### src/rtl/alu_pkg.sv
// Shared ALU definitions: opcodes, the full-width result record and the
// reference compute function used by both the RTL and the UVM model.
package alu_pkg;

  localparam int unsigned OP_W  = 3;
  localparam int unsigned MAX_W = 64;

  typedef enum logic [OP_W-1:0] {
    ADD   = 3'd0,
    SUB   = 3'd1,
    AND   = 3'd2,
    OR    = 3'd3,
    XOR   = 3'd4,
    SHL   = 3'd5,
    SHR   = 3'd6,
    PASSA = 3'd7
  } op_e;

  // Sized for the widest supported operand; consumers narrow result to WIDTH.
  typedef struct packed {
    logic [MAX_W-1:0] result;
    logic             carry;
    logic             overflow;
    logic             zero;
  } alu_res_t;

  // Bit n of v, with n given as a run-time integer.
  function automatic logic bit_at(input logic [MAX_W:0] v, input int unsigned n);
    logic [MAX_W:0] t;
    t = v >> n;
    return t[0];
  endfunction

  // Operands are taken modulo 2^width; result is masked back to width bits.
  function automatic alu_res_t alu_compute(input op_e op,
                                           input logic [MAX_W-1:0] a,
                                           input logic [MAX_W-1:0] b,
                                           input int unsigned width);
    logic [MAX_W-1:0] mask;
    logic [MAX_W-1:0] am;
    logic [MAX_W-1:0] bm;
    logic [MAX_W-1:0] sh;
    logic [MAX_W-1:0] r;
    logic [MAX_W:0]   wide;
    logic             sa;
    logic             sb;
    logic             sr;
    alu_res_t         res;
    mask = (width >= MAX_W) ? '1 : ((MAX_W'(1) << width) - MAX_W'(1));
    am   = a & mask;
    bm   = b & mask;
    sh   = bm & ((MAX_W'(1) << $clog2(width)) - MAX_W'(1));
    res  = '0;
    wide = '0;
    case (op)
      ADD: begin
        wide      = {1'b0, am} + {1'b0, bm};
        r         = wide[MAX_W-1:0] & mask;
        res.carry = bit_at(wide, width);
      end
      SUB: begin
        r         = (am - bm) & mask;
        res.carry = (am < bm);
      end
      AND:     r = am & bm;
      OR:      r = am | bm;
      XOR:     r = am ^ bm;
      SHL:     r = (am << sh) & mask;
      SHR:     r = am >> sh;
      default: r = am;
    endcase
    sa = bit_at({1'b0, am}, width - 1);
    sb = bit_at({1'b0, bm}, width - 1);
    sr = bit_at({1'b0, r},  width - 1);
    if (op == ADD)      res.overflow = (sa == sb) && (sr != sa);
    else if (op == SUB) res.overflow = (sa != sb) && (sr != sa);
    res.result = r;
    res.zero   = (r == '0);
    return res;
  endfunction

endpackage

### src/rtl/alu_pipe_stage.sv
// One valid/ready register slice; ready passes through combinationally.
module alu_pipe_stage
  import alu_pkg::*;
#(
  parameter type data_t = alu_res_t
) (
  input  logic  clk,
  input  logic  rst_n,
  input  logic  in_valid,
  output logic  in_ready,
  input  data_t in_data,
  output logic  out_valid,
  input  logic  out_ready,
  output data_t out_data
);

  logic  valid_q, valid_d;
  data_t data_q,  data_d;

  // Accept when empty or when the held beat leaves this cycle.
  always_comb begin
    in_ready = !valid_q || out_ready;
    valid_d  = in_ready ? in_valid : valid_q;
    data_d   = (in_ready && in_valid) ? in_data : data_q;
  end

  // Slice registers, cleared on reset.
  always_ff @(posedge clk or negedge rst_n) begin
    if (!rst_n) begin
      valid_q <= 1'b0;
      data_q  <= '0;
    end else begin
      valid_q <= valid_d;
      data_q  <= data_d;
    end
  end

  assign out_valid = valid_q;
  assign out_data  = data_q;

endmodule

### src/rtl/alu_pipe.sv
// Pipelined ALU: compute on input, STAGES register slices, completion counter.
module alu_pipe
  import alu_pkg::*;
#(
  parameter int unsigned WIDTH  = 8,
  parameter int unsigned STAGES = 2,
  parameter int unsigned CNT_W  = 16
) (
  input  logic             clk,
  input  logic             rst_n,
  input  logic             in_valid,
  output logic             in_ready,
  input  logic [OP_W-1:0]  in_op,
  input  logic [WIDTH-1:0] in_a,
  input  logic [WIDTH-1:0] in_b,
  output logic             out_valid,
  input  logic             out_ready,
  output logic [WIDTH-1:0] out_result,
  output logic             out_carry,
  output logic             out_overflow,
  output logic             out_zero,
  output logic [CNT_W-1:0] done_count
);

  typedef struct packed {
    logic [WIDTH-1:0] result;
    logic             carry;
    logic             overflow;
    logic             zero;
  } res_t;

  alu_res_t    full;
  res_t        pipe_data [STAGES+1];
  logic [STAGES:0] pipe_valid;
  logic [STAGES:0] pipe_ready;
  logic [CNT_W-1:0] count_q, count_d;

  // Compute at full width then narrow; zero is taken from the full (masked)
  // result, which equals the narrowed one.
  always_comb begin
    full                = alu_compute(op_e'(in_op), MAX_W'(in_a), MAX_W'(in_b), WIDTH);
    pipe_data[0].result   = full.result[WIDTH-1:0];
    pipe_data[0].carry    = full.carry;
    pipe_data[0].overflow = full.overflow;
    pipe_data[0].zero     = (full.result == '0);
  end

  assign pipe_valid[0]      = in_valid;
  assign in_ready           = pipe_ready[0];
  assign pipe_ready[STAGES] = out_ready;

  for (genvar i = 0; i < STAGES; i++) begin : g_stage
    alu_pipe_stage #(.data_t(res_t)) u_stage (
      .clk       (clk),
      .rst_n     (rst_n),
      .in_valid  (pipe_valid[i]),
      .in_ready  (pipe_ready[i]),
      .in_data   (pipe_data[i]),
      .out_valid (pipe_valid[i+1]),
      .out_ready (pipe_ready[i+1]),
      .out_data  (pipe_data[i+1])
    );
  end

  assign out_valid    = pipe_valid[STAGES];
  assign out_result   = pipe_data[STAGES].result;
  assign out_carry    = pipe_data[STAGES].carry;
  assign out_overflow = pipe_data[STAGES].overflow;
  assign out_zero     = pipe_data[STAGES].zero;

  // Count output transfers, wrapping naturally at 2^CNT_W.
  always_comb begin
    count_d = count_q;
    if (out_valid && out_ready) count_d = count_q + CNT_W'(1);
  end

  // Completion counter register.
  always_ff @(posedge clk or negedge rst_n) begin
    if (!rst_n) count_q <= '0;
    else        count_q <= count_d;
  end

  assign done_count = count_q;

endmodule

### config.mk
export PLATFORM = sky130hd
export DESIGN_NAME = alu_pipe
export DESIGN_NICKNAME = d
export VERILOG_FILES = /design/src/rtl/alu_pkg.sv /design/src/rtl/alu_pipe_stage.sv /design/src/rtl/alu_pipe.sv
export SDC_FILE = /design/constraint.sdc
export NUM_CORES = 1
export LEC_CHECK = 0
export CAP_MARGIN = 20
export CORE_AREA = 2 2 121 88
export CTS_CLUSTER_SIZE = 30
export DETAILED_ROUTE_END_ITERATION = 6
export DIE_AREA = 0 0 123 90
export GPL_TIMING_DRIVEN = 1
export HOLD_SLACK_MARGIN = 0.12
export MAX_ROUTING_LAYER = met4
export PLACE_DENSITY = 0.68
export SLEW_MARGIN = 20
export SYNTH_ARGS = -nofsm -noshare
export SYNTH_HDL_FRONTEND = slang
export SYNTH_SLANG_ARGS = --single-unit
### constraint.sdc
create_clock -name clk -period 1.6 [get_ports clk]
set_input_delay 0.32 -clock clk [delete_from_list [all_inputs] [get_ports clk]]
set_output_delay 0.32 -clock clk [all_outputs]
set_load 0.02 [all_outputs]
==> impl.org, run 1 <==
** Status
- Status :: finished, violations left
- The checks that failed: setup timing.

** Drt
- ANT nets after route :: 0
- Drt initial violations :: between 200 and 250
- The final route contains 3448 vias.
- In the final routed layout, each cell accounts on average for between 15 and 20 um.
- DRC :: 0
- Detailed Route WL :: around 12 mm
- After detailed routing, the number of vias per cell comes to around 5.3.
- DRT Pass-1 Iters :: 5

** Worst hold path
- The worst hold path belongs to the class input pin to register.
- Worst Hold Depth :: 3
- Origin of the worst min-delay path :: out_ready
- For hold timing, the worst endpoint is g_stage[1].u_stage.out_valid.

** Setup path
- The worst setup path is captured at a register.
- STA classifies the critical path startpoint as an input pin.
- Crit Path Category :: input pin to register
- Measured in cells, the most critical reg-to-reg path has a length of 5.
- At the worst endpoint, the required time is ~1.8 ns.
- Crit path max fanout :: 5
- In this run the critical register-to-register path is captured at done_count[10].
- The startpoint identified for the worst register-to-register timing path is done_count[1].
- Crit path arrival time :: ~2.3 ns
- Setup slack on the worst reg-to-reg path comes out at ~0.1 ns.

** Timing
- Worst Setup Slack, final :: -0.537 ns
- Clock period minus worst slack :: 2.14 ns
- For the pin with the worst max-slew slack, the measured transition is around 0.4 ns.
- On the final layout, the worst clock skew is around 0.0087 ns.
- Highest achievable clock rate :: approximately 0.47 GHz
- Final period util :: 1.34
- Number of setup violations in the final report :: 11
- Number of hold-slack violations in the final timing report :: 0
- Max Slew Vio Count :: 0
- RSZ-0062 raised after global routing :: true
- Headroom to the max-slew limit came out at 0.736.

** Die
- Die area :: 11100 um^2
- Number of placement rows :: 31
- The initial utilization of the core area, before any placement, comes to 0.338.
- The floorplan step set the die height to ~90 um.
- From left edge to right edge, the die measures 123 um.
- In this run the standard cell core region covers between 10000 and 15000 um^2.
- Number of placed I/O pins :: 52

** Yosys
- Post-synthesis instance area :: 3380 um^2
- Primary FF master, synth :: dfrtp_1
- Proportion of register bits with asynchronous set or reset after synthesis :: 1.00
- Gate count of the mapped netlist :: ~360
- Each instance of the synthesized netlist takes up on average 9.38 um^2.
- Register bit count reported by yosys :: 40
- Share of synthesized area occupied by flip-flops and latches :: 0.296
- Synth cell types :: 56
- During synthesis, Yosys emitted a total of 0 warnings.
- Post-Syn Nets :: ~400
- Post-synth EDFFs :: 0

** Clocking
- Number of CTS-inserted buffers :: 5
- TritonCTS built the clock tree.
- Clock-pin slew on the worst setup and hold paths :: approximately 0.060 ns
- The clock passes through at most 2 buffers.
- The clock net in this run drives a total of 40 sinks.
- CTS H-tree depth :: 2
- Insertion delay of the later-clocked pin in the worst-skew pair :: between 0.2 and 0.3 ns
- The tree is rooted in a clkbuf_16.

** Finish
- P&R area growth vs syn :: 66.1%
- The library cell used most frequently in the layout, excluding fill and tap cells, is buf_4.
- Fillers :: 882
- The repair_antennas step left the layout with diodes totalling 0.
- Post-route core utilization :: 0.562
- Final Net Count :: 568
- Commonest non-fill, non-tap cells in the layout :: 90 x buf_4, 38 x dfrtp_1, 32 x nand2_1
- Of the cells placed in the final design, the portion with a size suffix greater than 1 is 0.488.

** Place
- Once detailed placement completed, the half-perimeter wirelength came to between 8 and 9 mm.
- Buffers placed on the I/O ports in this run total 51.
- The congestion estimate from routability-driven global placement came to 0.908.

** Flow run
- Max-cap violations in this run came to 0.

** Global route
- Via count of the first global-routing pass :: roughly 3500
- Global route total overflow :: 0
- Global-route wire length before repair :: between 15 and 20 mm
- Maximum number of pins on one net before global-route repair :: 34
- The initial antenna violation count came to 0.
- Across every metal layer, demand over resource in global routing totals 0.219.

** Power and ir drop
- The design draws roughly 4.5 mW.
- Pwr per Cell Area :: 798 nW/um^2
- The worst-case IR drop observed on VDD is 0.434 mV.
- In this run the static leakage power is about 2.7 nW.
## how the worst max path moves through the flow
stage                                     end  startpoint  slack, ns
2_1_floorplan  g_stage[0].u_stage.out_data[0]     in_b[1]      -0.58
3_3_place_gp   g_stage[0].u_stage.out_data[0]     in_b[1]      -1.33
4_1_cts        g_stage[0].u_stage.out_data[0]     in_b[1]      -0.58
5_1_grt        g_stage[0].u_stage.out_data[0]     in_b[1]      -0.65
6_report       g_stage[0].u_stage.out_data[0]     in_b[1]      -0.54
3_5_place_dp   g_stage[0].u_stage.out_data[0]     in_b[1]      -1.34
## cell families (layout without fill, tap and decap cells)
family                   count (synthesis)  in the layout  share of synthesized area
AO/OA/AOI/OAI                           77             77                      0.165
XOR/XNOR                                20             20                     0.0518
adder cells (fa/ha/maj)                 28             28                      0.108
buffers and inverters                   46            203                     0.0732
flip-flops                              40             40                      0.296
multiplexers                            36             36                      0.131
AND/OR/NAND/NOR                        114            114                      0.176
## what timing repair did
| item | 4_1_cts | 5_1_grt |
|---|---|---|
| endpoints found under the setup margin | 35 | 28 |
| gates cloned | 1 | 0 |
| hold buffers | 1 | 0 |
| setup buffers | 14 | 8 |
| resized for setup | 171 | 53 |
| hold endpoints to repair | 7 | 0 |
| pin swaps | 40 | 34 |
## state kept, by name, summed over array words and instances (netlist names)
name / flops
g_stage.u_stage.out_data: 22
g_stage.u_stage.out_valid: 2
done_count: 16
## routing by layer
| metal | GRT usage | share of wire | up-vias |
|---|---|---|---|
| li1 | - | - | 1616 |
| met1 | 0.326 | 0.49 | 1696 |
| met2 | 0.313 | 0.44 | 128 |
| met3 | 0.0457 | 0.062 | 8 |
| met4 | 0.0322 | 0.0029 | 0 |
| met5 | - | 0 | - |
## critical path, cell delays in order
cell        delay [ns]
buf_8             0.08
clkinvlp_4        0.15
ha_4              0.27
a21o_1            0.21
a21o_1            0.19
a221oi_2          0.29
a31oi_2           0.09
o32ai_2           0.34
nand4_1           0.17
o41ai_2           0.20
## metrics by stage
stage	TNS, ns	instances	area (um^2)	worst slack (ns)	hold WS (ns)
2_1_floorplan	-3.96	361	3470	-0.581	0.0244
3_3_place_gp	-15.45	621	4740	-1.33	0.180
3_5_place_dp	-16.19	621	4740	-1.34	0.185
4_1_cts	-3.27	643	5380	-0.579	0.444
5_1_grt	-4.19	650	5620	-0.653	0.433
6_report	-3.35	650	5620	-0.537	0.384
## cell type report
| cell class | count | area, um^2 | share of cell area |
|---|---|---|---|
| clock inverters | 2 | 35.0 | 0.00623 |
| clock buffers | 6 | 129 | 0.0229 |
| well taps | 132 | 165 | 0.0294 |
| repair buffers | 168 | 1520 | 0.270 |
| inverters | 27 | 114 | 0.0202 |
| flip-flops and latches | 40 | 1000 | 0.178 |
| multi-input cells | 275 | 2660 | 0.473 |
## cells in the mapped netlist, types with 10 or more instances
cell,instances,area (um^2)
xnor2_1,14,123
nand2b_1,15,93.8
o21ai_0,10,50.1
nor2_1,17,63.8
ha_1,26,325
dfrtp_1,40,1000
nand2_1,33,124
inv_1,25,93.8
mux2i_1,15,150
nor3_1,11,55.1
mux2_2,16,180
a21oi_1,15,75.1
## power by group
part | leakage (nW) | switching [mW] | internal (mW) | total [mW]
registers | 0.510 | 0.178 | 1.21 | 1.39
clock network | 0.0808 | 0.388 | 0.733 | 1.12
logic | 2.07 | 0.982 | 0.990 | 1.97
total | 2.66 | 1.55 | 2.94 | 4.48
(Power assumes the default switching activity.)
==> run 2, diff against run 1 <==
--- a/config.mk
+++ b/config.mk
@@ -13,7 +13,7 @@
 export GPL_TIMING_DRIVEN = 1
 export HOLD_SLACK_MARGIN = 0.12
 export MAX_ROUTING_LAYER = met4
-export PLACE_DENSITY = 0.68
+export PLACE_DENSITY = 0.56
 export SLEW_MARGIN = 20
 export SYNTH_ARGS = -nofsm -noshare
 export SYNTH_HDL_FRONTEND = slang
==> impl.org, run 2 (synthesized netlist as in run 1, its figures left out) <==
** Clocking
- The total CTS buffers came to 5 (unchanged).
- The root buffer selected by CTS is clkbuf_16 (unchanged).
- Insertion delay of the later-clocked pin in the worst-skew pair :: 0.27 ns (was 0.28 ns)
- CTS Sinks :: 40 (unchanged)
- The CTS tree is yes (unchanged).
- The number of H-tree branching levels came to 2 (unchanged).
- The worst-case clock buffer depth came to 2 (unchanged).
- Clock-pin slew on the worst setup and hold paths :: 0.05 ns (was 0.06 ns)

** Flow run
- The total of max-cap violations came to 0 (unchanged).

** Timing
- The setup slack of the critical path after layout was -0.562 ns (was -0.537 ns).
- The minimum period implied by the final worst setup slack is 2.16 ns (was 2.14 ns).
- The final clock period utilization by the worst path was 1.35 (was 1.34).
- The headroom to the max-slew limit came to 0.694 (was 0.736).
- The setup TNS after final layout was -4.57 ns (was -3.35 ns).
- Pin slew with the least headroom to its limit :: 0.455 ns (was 0.390 ns)
- The upper clock frequency limit came to 0.463 GHz (was 0.468 GHz).
- The final worst hold slack came to 0.401 ns (was 0.384 ns).
- Max Slew Vio Count :: 0 (unchanged)
- Number of setup violations in the final report :: 11 (unchanged)
- RSZ-0062 raised after global routing :: true (unchanged)
- The maximum clock skew at final layout came to 0.00434 ns (was 0.00871 ns).
- The final count of hold timing violations was 0 (unchanged).

** Setup path
- Crit path max fanout :: 3 (was 5)
- CP Cell Sequence: buf_8 -> clkinvlp_4 -> buf_4 -> buf_4 -> fa_2 -> nand2b_1 -> a22o_1 -> mux2_4 -> a31oi_4 -> nor3_2 -> buf_4 -> nand4_1 -> o41ai_2 (was buf_8 -> clkinvlp_4 -> ha_4 -> a21o_1 -> a21o_1 -> a221oi_2 -> a31oi_2 -> o32ai_2 -> nand4_1 -> o41ai_2).
- Top cell family by delay on the critical path :: buffers and inverters (was compound AO/OA/AOI/OAI gates)
- The required time reported for the critical path endpoint was 1.75 ns (was 1.78 ns).
- The most common cell type on the critical path is buf_4 (was a21o_1).
- The kind of capture point of the worst setup path is a register (unchanged).
- Element type at the critical path start :: input pin (unchanged)
- Slowest stage cell on the critical path :: fa_2 (was o32ai_2)
- Buffer and inverter count on the worst path :: 5 (was 2)
- Crit path arrival time :: 2.31 ns (about the same)
- Peak per-stage delay on the critical path :: 0.51 ns (was 0.34 ns)
- The type of the worst setup path is input pin to register (unchanged).

** Drt
- The detailed-route wire length was 11.3 mm (was 11.7 mm).
- Drt initial violations :: 274 (was 204)
- The post-detailed-route wirelength per cell came to 17.3 um (was 17.9 um).
- DRT Pass-1 Iters :: 5 (unchanged)
- The detailed-route via count came to 3423 (was 3448).
- Number of vias per cell :: 5.23 (was 5.30)
- ANT nets after route :: 0 (unchanged)
- The post-route DRC violation count came to 0 (unchanged).

** Global route
- The maximum number of pins on one net before global-route repair came to 38 (was 34).
- Via count of the first global-routing pass :: 3468 (was 3474)
- The wire length of the first global-routing pass is 18.2 mm (was 18.5 mm).
- The total routing resource utilization after global routing came to 0.214 (was 0.219).
- The leftover overflow at the end of global routing was 0 (unchanged).
- The initial antenna violation count was 0 (unchanged).

** Power and ir drop
- The total power density per cell area was 771 nW/um^2 (was 798 nW/um^2).
- Total power after layout :: 4.36 mW (was 4.48 mW)
- The largest vdd supply drop came to 0.494 mV (was 0.434 mV).
- Leakage :: 2.61 nW (was 2.66 nW)

** Die
- The initial standard-cell utilization of the core was 0.338 (unchanged).
- Core area :: 10000 um^2 (unchanged)
- Number of placement rows :: 31 (unchanged)
- Die area :: 11100 um^2 (unchanged)
- The top-level I/O count came to 52 (unchanged).
- The horizontal die dimension is 123 um (unchanged).
- The height of the chip was 90 um (unchanged).

** Place
- Count of buffers inserted at the top-level ports :: 51 (unchanged)
- The pre-CTS setup slack was -1.36 ns (was -1.34 ns).
- The total instance count after detailed placement is 616 (was 621).
- Detailed placement HPWL :: 8.33 mm (was 8.51 mm)
- Final weighted congestion in routability-driven placement :: 1.04 (was 0.908)
- Placed Area :: 4690 um^2 (was 4740 um^2)

** Finish
- Share of post-route cells with drive strength above 1 :: 0.487 (was 0.488)
- Finished Layout Cells :: 654 (was 650)
- P&R area growth vs syn :: 66.9% (was 66.1%)
- The fill cell total of the finished layout was 890 (was 882).
- The share of the core filled with cells is 0.565 (was 0.562).
- Number of antenna cells inserted :: 0 (unchanged)
- The number of nets in the layout came to 572 (was 568).
- Design area :: 5650 um^2 (was 5620 um^2)
- Max reg flops :: 22 (unchanged)
- The most common cell after layout, fill and taps aside was buf_4 (unchanged).
- Commonest non-fill, non-tap cells in the layout: 94 x buf_4, 39 x dfrtp_1, 33 x nand2_1 (was 90 x buf_4, 38 x dfrtp_1, 32 x nand2_1).

** Status
- Failing checks :: setup timing (unchanged)
- Status: finished, violations left (unchanged).

** Worst hold path
- Worst min path class :: input pin to register (unchanged)
run 2: cell types whose count changed in the layout (fill, tap and decap cells not counted), sizes merged:
| cell | before | now |
|---|---|---|
| clkinvlp | 2 | 1 |
| clkinv | 1 | 0 |
| clkdlybuf4s50 | 5 | 12 |
| clkbuf | 9 | 8 |
| inv | 25 | 26 |
| clkdlybuf4s15 | 3 | 5 |
| buf | 126 | 130 |
| dlygate4sd2 | 20 | 19 |
| dlymetal6s2s | 10 | 5 |
| bufinv | 1 | 0 |
run 2: area by class of cell:
class / instances / area, um^2 / share of cell area
flip-flops and latches: 40 / 1000 / 0.177
repair buffers: 172 / 1550 / 0.274
inverters: 27 / 110 / 0.0195
clock buffers: 8 / 146 / 0.0259
multi-input cells: 275 / 2680 / 0.474
well taps: 132 / 165 / 0.0292
run 2: worst min-delay path: cells and delay by family:
kind	cells	cell delay [ns]
and+or+nand+nor	2	0.19
buffers and inverters	1	0.11
run 2: worst paths after layout:
| kind | startpoint | to | slack (ns) | depth (start not counted) |
|---|---|---|---|---|
| setup / recovery | in_b[1] | g_stage[0].u_stage.out_data[0] | -0.56 | 13 |
| hold / removal | out_ready | g_stage[1].u_stage.out_valid | 0.40 | 3 |
| setup reg to reg | g_stage[1].u_stage.out_valid | g_stage[0].u_stage.out_data[3] | 0.15 | 4 |
| hold reg to reg | done_count[15] | done_count[15] | 0.49 | 1 |
| max in group asynchronous | rst_n | g_stage[1].u_stage.out_valid | 0.78 | 3 |
| min in group asynchronous | rst_n | done_count[5] | 0.41 | 2 |
run 2: repair_timing:
| item | CTS | global route |
|---|---|---|
| pin swaps | 48 | 28 |
| cloned | 1 | 0 |
| setup buffers | 26 | 4 |
| hold buffers | 1 | 0 |
| gates resized for setup | 165 | 45 |
| endpoints found under the setup margin | 26 | 25 |
| hold endpoints to repair | 40 | 0 |
run 2: where the power goes:
| group | internal (mW) | switching (mW) |
|---|---|---|
| registers | 1.21 | 0.180 |
| clock network | 0.621 | 0.348 |
| logic | 1.03 | 0.969 |
run 2: metal layers:
layer  GRT usage  wire length, um  vias to the layer above
li1            -                -                     1641
met1       0.327             5440                     1648
met2       0.299             4970                      126
met3      0.0451              838                        8
met4      0.0227               62                        0
met5           -                0                        -
